**src/rtl/sll_seq_pkg.sv**
```systemverilog
// Shared ALU definitions for the multicycle logical-left shifter.
package sll_seq_pkg;

  // Operand/result width and shift-amount width
  localparam int unsigned WIDTH   = 32;
  localparam int unsigned SHAMT_W = 5;

  // Stage counter width: counts stages SHAMT_W-1 down to 0
  localparam int unsigned CNT_W = 3;

  // First stage index (weight 2^(SHAMT_W-1) = 16)
  localparam logic [CNT_W-1:0] CNT_FIRST = CNT_W'(SHAMT_W - 1);

  // Shifter control states
  typedef enum logic [1:0] {
    IDLE  = 2'd0,
    SHIFT = 2'd1,
    DONE  = 2'd2
  } state_t;

endpackage

```
**src/rtl/sll_seq_mux_2.sv**
```systemverilog
// Generic 2:1 word mux: i_sel=0 passes i_a, i_sel=1 passes i_b.
module mux_2
  import sll_seq_pkg::*;
#(
  parameter int unsigned W = WIDTH
) (
  input  logic [W-1:0] i_a,
  input  logic [W-1:0] i_b,
  input  logic         i_sel,
  output logic [W-1:0] o_y_c
);

  // Select between the unshifted and shifted word
  assign o_y_c = i_sel ? i_b : i_a;

endmodule

```
**src/rtl/sll_seq.sv**
```systemverilog
// Multicycle 32-bit logical-left shifter: one binary-weighted stage per cycle
// (16, 8, 4, 2, 1), fixed 5-cycle latency, sticky flag for shifted-out ones.
module sll_seq
  import sll_seq_pkg::*;
(
  input  logic               clock,
  input  logic               reset,
  input  logic               start,
  input  logic [WIDTH-1:0]   operandA,
  input  logic [SHAMT_W-1:0] shamt,
  output logic [WIDTH-1:0]   result,
  output logic               lost,
  output logic               result_rdy,
  output logic               busy
);

  state_t               r_state;
  state_t               w_state_nxt;
  logic                 w_accept;

  logic [WIDTH-1:0]     r_work;
  logic [SHAMT_W-1:0]   r_shamt;
  logic [CNT_W-1:0]     r_cnt;
  logic                 r_lost_acc;

  logic [WIDTH-1:0]     r_result;
  logic                 r_lost;
  logic                 r_rdy;
  logic                 r_busy;
  logic                 w_rdy_nxt;
  logic                 w_busy_nxt;

  logic [WIDTH-1:0]     w_shifted;
  logic                 w_discard;
  logic                 w_sel;
  logic [WIDTH-1:0]     w_work_nxt;
  logic                 w_stage_lost;

  // Per-stage shifted word and OR of the bits it pushes out of bit 31
  always_comb begin
    w_shifted = r_work;
    w_discard = 1'b0;
    case (r_cnt)
      3'd4: begin
        w_shifted = {r_work[15:0], 16'h0000};
        w_discard = |r_work[31:16];
      end
      3'd3: begin
        w_shifted = {r_work[23:0], 8'h00};
        w_discard = |r_work[31:24];
      end
      3'd2: begin
        w_shifted = {r_work[27:0], 4'h0};
        w_discard = |r_work[31:28];
      end
      3'd1: begin
        w_shifted = {r_work[29:0], 2'b00};
        w_discard = |r_work[31:30];
      end
      3'd0: begin
        w_shifted = {r_work[30:0], 1'b0};
        w_discard = r_work[31];
      end
      default: begin
        w_shifted = r_work;
        w_discard = 1'b0;
      end
    endcase
  end

  assign w_sel        = r_shamt[r_cnt];
  assign w_stage_lost = r_lost_acc | (w_sel & w_discard);

  // Stage applies only when the amount bit for this weight is set
  mux_2 #(.W(WIDTH)) u_stage_mux (
    .i_a   (r_work),
    .i_b   (w_shifted),
    .i_sel (w_sel),
    .o_y_c (w_work_nxt)
  );

  // State register
  always_ff @(posedge clock or posedge reset) begin
    if (reset) begin
      r_state <= IDLE;
    end else begin
      r_state <= w_state_nxt;
    end
  end

  // Next-state logic; requests are taken only in IDLE or DONE
  always_comb begin
    w_state_nxt = r_state;
    w_accept    = 1'b0;
    case (r_state)
      IDLE: begin
        if (start) begin
          w_accept    = 1'b1;
          w_state_nxt = SHIFT;
        end
      end
      SHIFT: begin
        if (r_cnt == '0) begin
          w_state_nxt = DONE;
        end
      end
      DONE: begin
        if (start) begin
          w_accept    = 1'b1;
          w_state_nxt = SHIFT;
        end else begin
          w_state_nxt = IDLE;
        end
      end
      default: begin
        w_state_nxt = IDLE;
      end
    endcase
  end

  // Output decode from the upcoming state so the flags come straight off flops
  always_comb begin
    w_busy_nxt = 1'b0;
    w_rdy_nxt  = 1'b0;
    w_busy_nxt = (w_state_nxt == SHIFT);
    w_rdy_nxt  = (w_state_nxt == DONE);
  end

  // Status flag registers
  always_ff @(posedge clock or posedge reset) begin
    if (reset) begin
      r_busy <= 1'b0;
      r_rdy  <= 1'b0;
    end else begin
      r_busy <= w_busy_nxt;
      r_rdy  <= w_rdy_nxt;
    end
  end

  // Datapath: capture on accept, one stage per SHIFT cycle, publish on last stage
  always_ff @(posedge clock or posedge reset) begin
    if (reset) begin
      r_work     <= '0;
      r_shamt    <= '0;
      r_cnt      <= '0;
      r_lost_acc <= 1'b0;
      r_result   <= '0;
      r_lost     <= 1'b0;
    end else if (w_accept) begin
      r_work     <= operandA;
      r_shamt    <= shamt;
      r_lost_acc <= 1'b0;
      r_cnt      <= CNT_FIRST;
    end else if (r_state == SHIFT) begin
      r_work     <= w_work_nxt;
      r_lost_acc <= w_stage_lost;
      if (r_cnt != '0) begin
        r_cnt <= r_cnt - CNT_W'(1);
      end else begin
        r_result <= w_work_nxt;
        r_lost   <= w_stage_lost;
      end
    end
  end

  assign result     = r_result;
  assign lost       = r_lost;
  assign result_rdy = r_rdy;
  assign busy       = r_busy;

endmodule

```
**config.mk**
```make
export PLATFORM = sky130hd
export DESIGN_NAME = sll_seq
export DESIGN_NICKNAME = d
export VERILOG_FILES = /design/src/rtl/sll_seq_pkg.sv /design/src/rtl/sll_seq_mux_2.sv /design/src/rtl/sll_seq.sv
export SDC_FILE = /design/constraint.sdc
export NUM_CORES = 1
export LEC_CHECK = 0
export BUFFER_PORTS_ARGS = -buffer_cell sky130_fd_sc_hd__buf_2
export CELL_PAD_IN_SITES_DETAIL_PLACEMENT = 1
export CELL_PAD_IN_SITES_GLOBAL_PLACEMENT = 1
export CORE_ASPECT_RATIO = 1.5
export CORE_MARGIN = 10
export CORE_UTILIZATION = 45
export DETAILED_ROUTE_END_ITERATION = 16
export PLACE_DENSITY_LB_ADDON = 0.05
export RECOVER_POWER = 50
export SLEW_MARGIN = 20
export SYNTH_ARGS = -nofsm -noshare
export SYNTH_HDL_FRONTEND = slang
export SYNTH_SLANG_ARGS = --single-unit
```
**constraint.sdc**
```tcl
create_clock -name clock -period 4.9 [get_ports clock]
set_input_delay 0 -clock clock [delete_from_list [all_inputs] [get_ports clock]]
set_output_delay 0 -clock clock [all_outputs]
set_load 0.01 [all_outputs]
```
==> results of run 1 <==
-- cell usage after synthesis --
cell type,instances,share of area (%)
sky130_fd_sc_hd__buf_6,1,0.25
sky130_fd_sc_hd__a22o_1,34,6.7
sky130_fd_sc_hd__nand2_1,79,6.7
sky130_fd_sc_hd__a21o_1,31,5.2
sky130_fd_sc_hd__mux2i_1,32,7.2
sky130_fd_sc_hd__xnor2_1,1,0.20
sky130_fd_sc_hd__nand2b_1,2,0.28
sky130_fd_sc_hd__a21oi_1,9,1.0
sky130_fd_sc_hd__and3_1,1,0.14
sky130_fd_sc_hd__nor2b_1,7,0.98
sky130_fd_sc_hd__nor4_1,4,0.56
sky130_fd_sc_hd__clkbuf_1,25,2.1
sky130_fd_sc_hd__nand3_1,1,0.11
sky130_fd_sc_hd__nand4_1,1,0.14
sky130_fd_sc_hd__o31ai_1,2,0.34
sky130_fd_sc_hd__a221o_1,2,0.45
sky130_fd_sc_hd__a21oi_2,1,0.20
sky130_fd_sc_hd__a41oi_1,1,0.20
sky130_fd_sc_hd__buf_1,1,0.084
sky130_fd_sc_hd__a211oi_2,1,0.28
sky130_fd_sc_hd__inv_1,6,0.51
sky130_fd_sc_hd__mux2_2,18,4.6
sky130_fd_sc_hd__o21ai_0,23,2.6
sky130_fd_sc_hd__or3_1,1,0.14
sky130_fd_sc_hd__buf_2,11,1.2
sky130_fd_sc_hd__buf_12,2,0.90
sky130_fd_sc_hd__o21ai_1,27,3.0
sky130_fd_sc_hd__buf_8,1,0.34
sky130_fd_sc_hd__o22ai_1,2,0.28
sky130_fd_sc_hd__nor2_1,7,0.59
sky130_fd_sc_hd__dfrtp_1,78,44
sky130_fd_sc_hd__a211o_1,1,0.20
sky130_fd_sc_hd__a222oi_1,16,3.6
sky130_fd_sc_hd__ha_1,5,1.4
sky130_fd_sc_hd__a22oi_1,21,3.5
sky130_fd_sc_hd__a31o_2,1,0.20
-- cells by family (layout without fill, tap and decap cells) --
| kind of cell | after synthesis | after routing |
|---|---|---|
| compound gates | 172 | 172 |
| xor+xnor | 1 | 1 |
| fa+ha+maj | 5 | 5 |
| buf+inv | 47 | 140 |
| flops | 78 | 78 |
| mux | 50 | 50 |
| simple gates | 103 | 103 |
-- layer usage --
metal	global-route usage, %	up-vias	share of wire [%]
met4	6.77	0	2.5
met2	32.3	117	51
met1	24.4	2029	42
met3	3.94	25	4.7
li1	-	1860	-
met5	0	-	0
-- where the power goes --
| group | switching, mW | leakage, nW | internal [mW] |
|---|---|---|---|
| Clock | 0.261 | 0.150 | 0.453 |
| Combinational | 1.06 | 1.59 | 0.778 |
| Sequential | 0.385 | 0.988 | 0.924 |
| Total | 1.71 | 2.73 | 2.15 |
-- state kept, by name (all words and copies together), names as in the netlist --
signal and count:
r_cnt 3, r_state 2, result 32, r_lost_acc 1
r_shamt 5, r_work 32, busy 1, result_rdy 1
lost 1
-- through the flow --
step                cell area (sq um)  utilization (%)  setup slack, ps  power (mW)
global placement                 4820             49.8             1910        3.08
global route                     5470             56.4             1520        4.16
floorplan                        4450                -             2780        2.62
finish                           5470             56.4             1750        3.86
CTS                              5510             56.8             1760        3.91
detailed placement               4820             49.8             1830        3.14
-- layout by cell type (no fill, tap or decap), types with 2 or more instances in the layout --
cell type / synthesis / final
sky130_fd_sc_hd__inv_1: 6 / 6
sky130_fd_sc_hd__dlygate4sd3_1: 0 / 38
sky130_fd_sc_hd__clkbuf_1: 25 / 36
sky130_fd_sc_hd__nor2_1: 7 / 6
sky130_fd_sc_hd__o21ai_0: 23 / 23
sky130_fd_sc_hd__bufinv_16: 0 / 2
sky130_fd_sc_hd__ha_1: 5 / 5
sky130_fd_sc_hd__clkbuf_16: 0 / 9
sky130_fd_sc_hd__nand2b_1: 2 / 2
sky130_fd_sc_hd__nand2_1: 79 / 78
sky130_fd_sc_hd__o21ai_1: 27 / 27
sky130_fd_sc_hd__o31ai_1: 2 / 2
sky130_fd_sc_hd__nor2b_1: 7 / 7
sky130_fd_sc_hd__buf_2: 11 / 39
sky130_fd_sc_hd__mux2i_1: 32 / 32
sky130_fd_sc_hd__a222oi_1: 16 / 16
sky130_fd_sc_hd__a21oi_1: 9 / 9
sky130_fd_sc_hd__dfrtp_1: 78 / 78
sky130_fd_sc_hd__a21o_1: 31 / 31
sky130_fd_sc_hd__buf_4: 0 / 7
sky130_fd_sc_hd__a22oi_1: 21 / 21
sky130_fd_sc_hd__mux2_2: 18 / 18
sky130_fd_sc_hd__o22ai_1: 2 / 2
sky130_fd_sc_hd__a22o_1: 34 / 34
sky130_fd_sc_hd__nor4_1: 4 / 4
sky130_fd_sc_hd__a221o_1: 2 / 2
-- cell type report --
cell class,count,area [sq um],share of cell area (%)
Clock buffer,10,239,4.37
Inverter,6,22.5,0.412
Sequential cell,78,1950,35.7
Multi-Input combinational cell,331,2270,41.6
Timing Repair Buffer,120,763,14.0
Tap cell,115,144,2.63
Clock inverter,4,72.6,1.33
-- critical path, stage by stage (launching register included) --
cell and delay (ps):
sky130_fd_sc_hd__dfrtp_1 470, sky130_fd_sc_hd__inv_1 170, sky130_fd_sc_hd__ha_1 570, sky130_fd_sc_hd__or3_1 480, sky130_fd_sc_hd__a21oi_2 220, sky130_fd_sc_hd__a211oi_4 70, sky130_fd_sc_hd__nor2_2 570, sky130_fd_sc_hd__buf_4 350
sky130_fd_sc_hd__a221o_1 180
-- how the worst min path moves through the flow --
stage | from | endpoint | slack [ps]
after global routing | start | r_cnt[2]$_DFFE_PP0P_ | 150
after CTS | operandA[26] | r_work[26]$_DFFE_PP0P_ | 1
after floorplan | shamt[0] | r_shamt[0]$_DFFE_PP0P_ | 110
after global placement | reset | result[30]$_DFFE_PP0P_ | 80
final | start | r_cnt[2]$_DFFE_PP0P_ | 130
after detailed placement | reset | result[30]$_DFFE_PP0P_ | 90
-- repair_timing --
action | in CTS | in global routing
hold buffers | 37 | 1
resized for setup | 0 | 0
endpoints found under the hold margin | 62 | 1
==> impl_metrics.sql, run 1 <==
INSERT INTO impl_metrics (metric_group, metric, value, unit) VALUES
('run_status', 'outcome', 'complete, but fails checks', ''),
('run_status', 'failed_checks', 'capacitance limit, slew limit', ''),
('routing', 'detail_route.vias_per_cell', '6.07', ''),
('routing', 'route.antenna.remaining_nets', '0', ''),
('synthesis', 'synth_sequential_area_ratio', '43.8', '%'),
('sta', 'maxSlewHeadroom', '-23.2', '%'),
('pwr', 'leakagePower', '2.73', 'nW'),
('worst_setup_path', 'arrival_time_reported_for_the_critical_path_endpoint', '3420', 'ps'),
('worst_setup_path', 'end_kind', 'register', ''),
('worst_setup_path', 'worst_ep_required_time', '5170', 'ps'),
('sta', 'fin_setup_tns', '0', 'ps'),
('synthesis', 'synth_simple_gate_area_share', '9.61', '%'),
('synthesis', 'yosys_register_bits', '78', ''),
('synthesis', 'portion_of_netlist_area_occupied_by_mux_cells', '11.7', '%'),
('worst_setup_path', 'path_class', 'reg2reg', ''),
('global_route', 'initial_antenna_violation_count', '0', ''),
('sta', 'setup_repair_after_global_routing_missed_its_margin', 'no', ''),
('die', 'initial_core_util', '46.0', '%'),
('global_route', 'grt_pass1_vias', '4345', ''),
('die', 'placement_rows', '44', ''),
('synthesis', 'synth_xor_area_share', '0.197', '%'),
('synthesis', 'synth_top_family_by_area', 'compound AO/OA/AOI/OAI gates', ''),
('place', 'gp_congestion', '0.856', ''),
('routing', 'dr_vias', '4031', ''),
('clock_tree', 'clock-root-buffer', 'sky130_fd_sc_hd__clkbuf_16', ''),
('clock_tree', 'clock_tree_from_tritoncts', 'done', ''),
('sta', 'timing.final.setup_violations', '0', ''),
('routing', 'routedWlPerCell', '20.6', 'microns'),
('worst_setup_path', 'crit_path_launch_type', 'register', ''),
('clock_tree', 'clkTransAtPathRegs', '60', 'ps'),
('synthesis', 'synthesis.area', '0.00445', 'sq mm'),
('clock_tree', 'clock_latency', '340', 'ps'),
('sta', 'hold_ws', '126', 'ps'),
('global_route', 'grt_first_pass_wirelength', '22.9', 'mm'),
('die', 'die_h', '142', 'microns'),
('job', 'drv.max_cap_violation_count', '1', ''),
('worst_setup_path', 'critical_path.endpoint', 'r_work[1]$_DFFE_PP0P_', ''),
('worst_setup_path', 'r2r_start', 'r_cnt[0]$_DFFE_PP0P_', ''),
('clock_tree', 'cts.repair_timing.setup_buffer_count', '0', ''),
('sta', 'max_clock_freq', '0.317', 'GHz'),
('sta', 'post-route-min-period', '3150', 'ps'),
('cells_and_area', 'drive_gt1_share', '15.1', '%'),
('synthesis', 'yosysUniqueCellTypes', '36', ''),
('synthesis', 'synth_fp_nets', '501', ''),
('cells_and_area', 'final_cells', '664', ''),
('worst_setup_path', 'worst-r2r-setup-slack', '1750', 'ps'),
('synthesis', 'postSynthAreaPerCell', '9.77', 'sq um'),
('clock_tree', 'clock-sinks', '78', ''),
('synthesis', 'synth_compound_gate_area_share', '27.8', '%'),
('clock_tree', 'number_of_levels_the_h_tree_was_split_into', '3', ''),
('die', 'core', '0.00969', 'sq mm'),
('worst_hold_path', 'hold_class', 'in2reg', ''),
('pwr', 'peakVddDrop', '0.397', 'mV'),
('sta', 'final_min_period_over_clock_period', '64.3', '%'),
('global_route', 'grt_max_degree', '53', ''),
('routing', 'drt_pass1_iterations', '6', ''),
('sta', 'slew_violations', '38', ''),
('cells_and_area', 'insertedDiodeCount', '0', ''),
('global_route', 'overflow', '0', ''),
('clock_tree', 'clk_path_buf_depth', '2', ''),
('routing', 'drt_iter0_markers', '313', ''),
('global_route', 'groute.usage.overall', '19.5', '%'),
('sta', 'fin_skew', '8.40', 'ps'),
('place', 'port_buffers', '74', ''),
('worst_setup_path', 'critical_path.max_fanout', '28', ''),
('worst_setup_path', 'r2r.worst_path.cells', '8', ''),
('pwr', 'power_density', '706', 'mW/mm^2'),
('sta', 'finalHoldViolCount', '0', ''),
('cells_and_area', 'final_net_count', '591', ''),
('worst_setup_path', 'worst_setup_path_startpoint', 'r_cnt[0]$_DFFE_PP0P_', ''),
('worst_hold_path', 'worstHoldPathCells', '4', '');
(Power assumes the default switching activity.)
==> run 2: changes to the inputs <==
--- a/config.mk
+++ b/config.mk
@@ -10,7 +10,7 @@
 export CELL_PAD_IN_SITES_GLOBAL_PLACEMENT = 1
 export CORE_ASPECT_RATIO = 1.5
 export CORE_MARGIN = 10
-export CORE_UTILIZATION = 45
+export CORE_UTILIZATION = 39
 export DETAILED_ROUTE_END_ITERATION = 16
 export PLACE_DENSITY_LB_ADDON = 0.05
 export RECOVER_POWER = 50
==> constraint.sdc (replaced) <==
create_clock -name clock -period 2.8 [get_ports clock]
set_input_delay 0 -clock clock [delete_from_list [all_inputs] [get_ports clock]]
set_output_delay 0 -clock clock [all_outputs]
set_load 0.01 [all_outputs]
==> run 2 against run 1 <==
Against the previous run: the flow now finishes without violations; sequential power up 76%; highest routed layer unchanged; routed wire length up 2.3%; clock-buffer cell count up 3; first-iteration DRC count down 43%; total power up 73%; register-to-register slack worse by 1300 ps; fmax up 33%; global-route usage down 1.7 points.
==> impl_metrics.sql, run 2 (same netlist as run 1, synthesis figures left out) <==
INSERT INTO impl_metrics (metric_group, metric, value, unit) VALUES
('routing', 'dr_vias', '4006', ''),
('job', 'drv.max_cap_violation_count', '0', ''),
('sta', 'post-route-min-period', '2370', 'ps'),
('die', 'floorplan.die_area', '0.0162', 'sq mm'),
('cells_and_area', 'register_area', '0.00195', 'sq mm'),
('sta', 'timing.final.setup_violations', '0', ''),
('pwr', 'share_seq_of_total_power', '34.4', '%'),
('cells_and_area', 'postLayoutCoreUtil', '49.7', '%'),
('worst_setup_path', 'timing.critical_path.cells', 'inv_1 -> ha_1 -> or3_1 -> a21oi_2 -> a21o_1 -> buf_4 -> nor2_1 -> a221o_1', ''),
('sta', 'maxSlewHeadroom', '34.1', '%'),
('cells_and_area', 'drive_gt1_share', '16.7', '%'),
('pwr', 'power_density', '1210', 'mW/mm^2'),
('global_route', 'grt_first_pass_wirelength', '23.0', 'mm'),
('worst_setup_path', 'crit_cells', '8', ''),
('pwr', 'internal-power', '3.69', 'mW'),
('worst_setup_path', 'end_kind', 'register', ''),
('cells_and_area', 'final_cells', '704', ''),
('worst_setup_path', 'cp.buffers_inverters', '2', ''),
('sta', 'fin_skew', '4.33', 'ps'),
('pwr', 'power_switching', '2.99', 'mW'),
('worst_setup_path', 'critical_path.max_fanout', '18', ''),
('pwr', 'finalPower', '6.68', 'mW'),
('routing', 'detail_route.vias_per_cell', '5.69', ''),
('place', 'place.detailed.instances', '651', ''),
('sta', 'final_min_period_over_clock_period', '84.6', '%'),
('routing', 'route.antenna.remaining_nets', '0', ''),
('run_status', 'outcome', 'finished clean', ''),
('cells_and_area', 'area_taken_by_multi_input_logic_gates', '0.00228', 'sq mm'),
('sta', 'fin_setup_tns', '0', 'ps'),
('pwr', 'peakVddDrop', '0.446', 'mV'),
('place', 'gp_congestion', '0.779', ''),
('worst_setup_path', 'cpPeakStageDelay', '460', 'ps'),
('cells_and_area', 'final_net_count', '597', ''),
('die', 'placement_rows', '47', ''),
('clock_tree', 'clock-root-buffer', 'sky130_fd_sc_hd__clkbuf_16', ''),
('pwr', 'power_frac_comb', '48.6', '%'),
('routing', 'routedWlPerCell', '19.9', 'microns'),
('cells_and_area', 'layout_fillers', '1289', ''),
('sta', 'max_clock_freq', '0.422', 'GHz'),
('worst_setup_path', 'path_class', 'reg2reg', ''),
('clock_tree', 'clock_tree_from_tritoncts', 'done', ''),
('global_route', 'overflow', '0', ''),
('worst_setup_path', 'critical-path-slowest-cell', 'sky130_fd_sc_hd__dfrtp_1', ''),
('routing', 'wirelength', '14.0', 'mm'),
('cells_and_area', 'insertedDiodeCount', '0', ''),
('sta', 'setup_repair_after_global_routing_missed_its_margin', 'no', ''),
('die', 'floorplan.io_pins', '75', ''),
('global_route', 'initial_antenna_violation_count', '0', ''),
('global_route', 'grt_pass1_vias', '4217', ''),
('clock_tree', 'clk_path_buf_depth', '2', ''),
('worst_setup_path', 'worst_ep_required_time', '3030', 'ps'),
('pwr', 'clock_power_share', '17.0', '%'),
('pwr', 'swShare', '44.8', '%'),
('worst_setup_path', 'critical-path-top-delay-family', 'compound AO/OA/AOI/OAI gates', ''),
('worst_setup_path', 'r2r.worst_path.cells', '8', ''),
('worst_hold_path', 'worstHoldPathCells', '3', ''),
('global_route', 'grt_max_degree', '46', ''),
('place', 'preCtsSetupSlack', '407', 'ps'),
('sta', 'slew_violations', '0', ''),
('pwr', 'leakagePower', '2.75', 'nW'),
('die', 'die_x', '107', 'microns'),
('clock_tree', 'clock_latency', '340', 'ps'),
('routing', 'drc', '0', ''),
('place', 'dp_hpwl', '9.69', 'mm'),
('cells_and_area', 'most-common-layout-cells', '78 x sky130_fd_sc_hd__nand2_1, 78 x sky130_fd_sc_hd__dfrtp_1, 39 x sky130_fd_sc_hd__buf_2', ''),
('clock_tree', 'clkTransAtPathRegs', '60', 'ps'),
('clock_tree', 'cts.repair_timing.setup_buffer_count', '0', ''),
('routing', 'drt_pass1_iterations', '5', ''),
('die', 'core', '0.0111', 'sq mm'),
('worst_setup_path', 'crit_path_launch_type', 'register', ''),
('worst_hold_path', 'hold_class', 'in2reg', ''),
('clock_tree', 'clock-sinks', '78', ''),
('place', 'port_buffers', '74', ''),
('global_route', 'groute.usage.overall', '17.8', '%'),
('die', 'initial_core_util', '40.1', '%'),
('cells_and_area', 'area_growth_syn_to_layout', '24.1', '%'),
('sta', 'setup_ws', '432', 'ps'),
('routing', 'drt_iter0_markers', '179', ''),
('sta', 'finalHoldViolCount', '0', ''),
('sta', 'max_slew.worst_pin.slew', '987', 'ps'),
('die', 'die_h', '151', 'microns'),
('worst_setup_path', 'arrival_time_reported_for_the_critical_path_endpoint', '2600', 'ps'),
('clock_tree', 'number_of_levels_the_h_tree_was_split_into', '3', ''),
('clock_tree', 'clock_buffers_created_by_tritoncts', '9', '');
==> run 2: cell type report <==
class	count	share of cell area, %
clock buffer	13	4.89
clock inverter	3	0.317
inverter	6	0.408
multi-input combinational	331	41.2
sequential	78	35.3
tap	147	3.33
timing repair buffer	126	14.6
==> run 2: metal layers <==
metal | vias up | track usage [%] | share of wire (%)
met5 | - | 0 | 0
met4 | 0 | 6.86 | 2.0
met3 | 16 | 3.36 | 4.5
met2 | 90 | 30.8 | 50
met1 | 2019 | 21.3 | 43
li1 | 1881 | - | -
==> run 2: stage by stage <==
step | hold WS [ps] | cell area [sq um]
floorplan | 105 | 4450
global placement | 80.0 | 4920
detailed placement | 90.1 | 4920
CTS | 17.0 | 5580
global route | 54.9 | 5530
finish | 12.0 | 5530
==> run 2: repair_timing <==
| item | 4_1_cts | 5_1_grt |
|---|---|---|
| hold buffers | 37 | 0 |
| endpoints found under the hold margin | 60 | 0 |
| gates resized for setup | 0 | 0 |
==> run 2: worst min-delay path: cells and delay by family <==
kind / cells / cell delay, ps
compound gates: 2 / 240
buf+inv: 1 / 80
==> run 2: path summary, 6_finish.rpt <==
check                                             from                     end  slack [ps]
worst max-delay path              r_cnt[0]$_DFFE_PP0P_   r_work[1]$_DFFE_PP0P_         430
min in group asynchronous                        reset   r_work[4]$_DFFE_PP0P_         430
worst min register to register  result[31]$_DFFE_PP0P_  result[31]$_DFFE_PP0P_         480
worst min-delay path                      operandA[29]  r_work[29]$_DFFE_PP0P_          10
max in group asynchronous                        reset  r_work[24]$_DFFE_PP0P_        1080
worst max register to register    r_cnt[0]$_DFFE_PP0P_   r_work[1]$_DFFE_PP0P_         430
==> run 2: power by group through the flow <==
stage	Clock, mW	Combinational, mW	Sequential [mW]
floorplan	0	2.46	2.13
global placement	0	3.20	2.28
detailed placement	0	3.29	2.30
CTS	1.16	3.35	2.29
global route	1.21	3.62	2.37
finish	1.13	3.25	2.30
==> run 3: changes to the inputs <==
==> constraint.sdc (replaced) <==
create_clock -name clock -period 2.1 [get_ports clock]
set_input_delay 0 -clock clock [delete_from_list [all_inputs] [get_ports clock]]
set_output_delay 0 -clock clock [all_outputs]
set_load 0.01 [all_outputs]
==> run 3 against run 2 <==
Against the previous run: cell count rose by 2.3%; clock power rose by 37%; hold slack improved by 100 ps; global-route usage rose by 0.91 points; flip-flop and latch count did not move; via count rose by 4.8%; cell area rose by 5.6%; utilization rose by 2.8 points; critical path depth did not move; sequential share of layout area fell by 1.8 points; setup slack got worse by 390 ps; routed wire length rose by 7.9%; largest power group unchanged.
==> impl_metrics.sql, run 3 (same netlist as run 1, synthesis figures left out) <==
INSERT INTO impl_metrics (metric_group, metric, value, unit) VALUES
('global_route', 'overflow', '0', ''),
('clock_tree', 'clock_tree_from_tritoncts', 'done', ''),
('cells_and_area', 'mostFrequentLayoutCell', 'sky130_fd_sc_hd__nand2_1', ''),
('sta', 'timing.final.setup_violations', '0', ''),
('sta', 'max_slew.worst_pin.slew', '1130', 'ps'),
('sta', 'max_clock_freq', '0.487', 'GHz'),
('routing', 'route.antenna.remaining_nets', '0', ''),
('clock_tree', 'clock_latency', '340', 'ps'),
('die', 'placement_rows', '47', ''),
('clock_tree', 'clock-root-buffer', 'sky130_fd_sc_hd__clkbuf_16', ''),
('global_route', 'groute.usage.overall', '18.7', '%'),
('die', 'die_h', '151', 'microns'),
('worst_setup_path', 'arrival_time_reported_for_the_critical_path_endpoint', '2280', 'ps'),
('routing', 'drc', '0', ''),
('job', 'drv.max_cap_violation_count', '0', ''),
('worst_hold_path', 'hold_class', 'in2reg', ''),
('cells_and_area', 'insertedDiodeCount', '0', ''),
('worst_setup_path', 'end_kind', 'register', ''),
('sta', 'setup_repair_after_global_routing_missed_its_margin', 'yes', ''),
('place', 'gp_congestion', '0.822', ''),
('worst_setup_path', 'critical_path.max_fanout', '15', ''),
('worst_setup_path', 'path_class', 'reg2reg', ''),
('sta', 'setup_ws', '44.7', 'ps'),
('pwr', 'power_density', '1660', 'mW/mm^2'),
('routing', 'wirelength', '15.1', 'mm'),
('place', 'dp_hpwl', '10.1', 'mm'),
('sta', 'fin_skew', '5.70', 'ps'),
('die', 'floorplan.die_area', '0.0162', 'sq mm'),
('run_status', 'outcome', 'finished clean', ''),
('routing', 'drt_iter0_markers', '283', ''),
('pwr', 'leakagePower', '2.86', 'nW'),
('clock_tree', 'clock_buffers_created_by_tritoncts', '9', ''),
('die', 'initial_core_util', '40.1', '%'),
('cells_and_area', 'final_net_count', '613', ''),
('worst_setup_path', 'crit_path_launch_type', 'register', ''),
('sta', 'maxSlewHeadroom', '24.4', '%'),
('die', 'floorplan.io_pins', '75', ''),
('sta', 'final_min_period_over_clock_period', '97.9', '%'),
('global_route', 'grt_first_pass_wirelength', '24.2', 'mm'),
('worst_setup_path', 'worst_ep_required_time', '2330', 'ps'),
('cells_and_area', 'area_growth_syn_to_layout', '31.0', '%'),
('routing', 'detail_route.vias_per_cell', '5.83', ''),
('sta', 'slew_violations', '0', ''),
('global_route', 'grt_max_degree', '45', ''),
('clock_tree', 'clock-sinks', '78', ''),
('clock_tree', 'clk_path_buf_depth', '2', ''),
('place', 'placed_area', '0.00507', 'sq mm'),
('clock_tree', 'clkTransAtPathRegs', '60', 'ps'),
('pwr', 'peakVddDrop', '0.598', 'mV'),
('sta', 'finalHoldViolCount', '0', ''),
('cells_and_area', 'final_cells', '720', ''),
('cells_and_area', 'drive_gt1_share', '20.9', '%'),
('place', 'place.detailed.instances', '661', ''),
('cells_and_area', 'most-common-layout-cells', '78 x sky130_fd_sc_hd__nand2_1, 76 x sky130_fd_sc_hd__dfrtp_1, 39 x sky130_fd_sc_hd__buf_2', ''),
('place', 'port_buffers', '74', ''),
('global_route', 'grt_pass1_vias', '4438', ''),
('die', 'core', '0.0111', 'sq mm'),
('routing', 'routedWlPerCell', '21.0', 'microns'),
('global_route', 'initial_antenna_violation_count', '0', ''),
('cells_and_area', 'finalInstanceArea', '0.00584', 'sq mm'),
('clock_tree', 'number_of_levels_the_h_tree_was_split_into', '3', ''),
('place', 'preCtsSetupSlack', '-14.4', 'ps'),
('pwr', 'finalPower', '9.68', 'mW'),
('die', 'die_x', '107', 'microns'),
('sta', 'post-route-min-period', '2060', 'ps'),
('sta', 'fin_setup_tns', '0', 'ps'),
('routing', 'dr_vias', '4199', ''),
('routing', 'drt_pass1_iterations', '9', '');
[run 3: cell types whose count changed in the layout (fill, tap and decap cells not counted), moves of 3 or more]
cell	previous run	this run
sky130_fd_sc_hd__ha_1	5	1
sky130_fd_sc_hd__clkbuf_8	3	0
sky130_fd_sc_hd__ha_2	0	4
sky130_fd_sc_hd__mux2i_1	32	29
sky130_fd_sc_hd__buf_4	13	19
sky130_fd_sc_hd__mux2i_2	0	3
sky130_fd_sc_hd__buf_12	0	6
[run 3: cell type report]
cell class	instances	area, sq um
clock buffer	12	236
multi-input combinational	331	2320
timing repair buffer	142	1070
fill	1275	5280
tap	147	184
inverter	6	22.5
sequential	78	1950
clock inverter	4	47.5
[run 3: report_power, final]
| group | total [mW] | internal (mW) | leakage (nW) | switching [mW] |
|---|---|---|---|---|
| logic | 5.06 | 2.35 | 1.74 | 2.72 |
| registers | 3.07 | 2.16 | 0.986 | 0.911 |
| clock network | 1.55 | 0.918 | 0.137 | 0.628 |
[run 3: timing repair]
| item | CTS | global route |
|---|---|---|
| hold buffers | 38 | 0 |
| buffers inserted | 2 | 0 |
| endpoints found under the setup margin | 41 | 52 |
| pin swaps | 1 | 0 |
| hold endpoints to repair | 63 | 0 |
| gates cloned | 1 | 2 |
| gates resized for setup | 4 | 13 |
[run 3: critical path, cell delays in order, from the launching register on]
cell	delay (ps)
sky130_fd_sc_hd__dfrtp_2	440
sky130_fd_sc_hd__buf_4	150
sky130_fd_sc_hd__mux2_2	220
sky130_fd_sc_hd__a22oi_2	90
sky130_fd_sc_hd__buf_4	150
sky130_fd_sc_hd__a211oi_4	320
sky130_fd_sc_hd__nor2_2	70
sky130_fd_sc_hd__buf_4	200
sky130_fd_sc_hd__a221o_1	300
[run 3: worst paths after layout]
check	from	to	slack, ps	cells after the start
worst max-delay path	r_cnt[0]$_DFFE_PP0P_	r_work[1]$_DFFE_PP0P_	40	8
worst min-delay path	start	r_cnt[2]$_DFFE_PP0P_	110	4
worst max register to register	r_cnt[0]$_DFFE_PP0P_	r_work[1]$_DFFE_PP0P_	40	8
worst min register to register	result[0]$_DFFE_PP0P_	result[0]$_DFFE_PP0P_	480	2
max in group asynchronous	reset	r_work[13]$_DFFE_PP0P_	640	5
min in group asynchronous	reset	r_shamt[3]$_DFFE_PP0P_	490	3
[run 3: metal layers]
metal	vias to the layer above	part of all wire [%]	GRT usage, %
li1	1918	-	-
met1	2128	42	22.2
met2	124	51	32.1
met3	29	4.2	3.40
met4	0	3.0	8.36
met5	-	0	0
[run 3: through the flow]
stage          hold slack, ps  util (%)
5_1_grt                   137      52.5
3_5_place_dp              115      45.6
4_1_cts                   109      52.1
3_3_place_gp              103      45.6
2_1_floorplan             105         -
6_report                  114      52.5
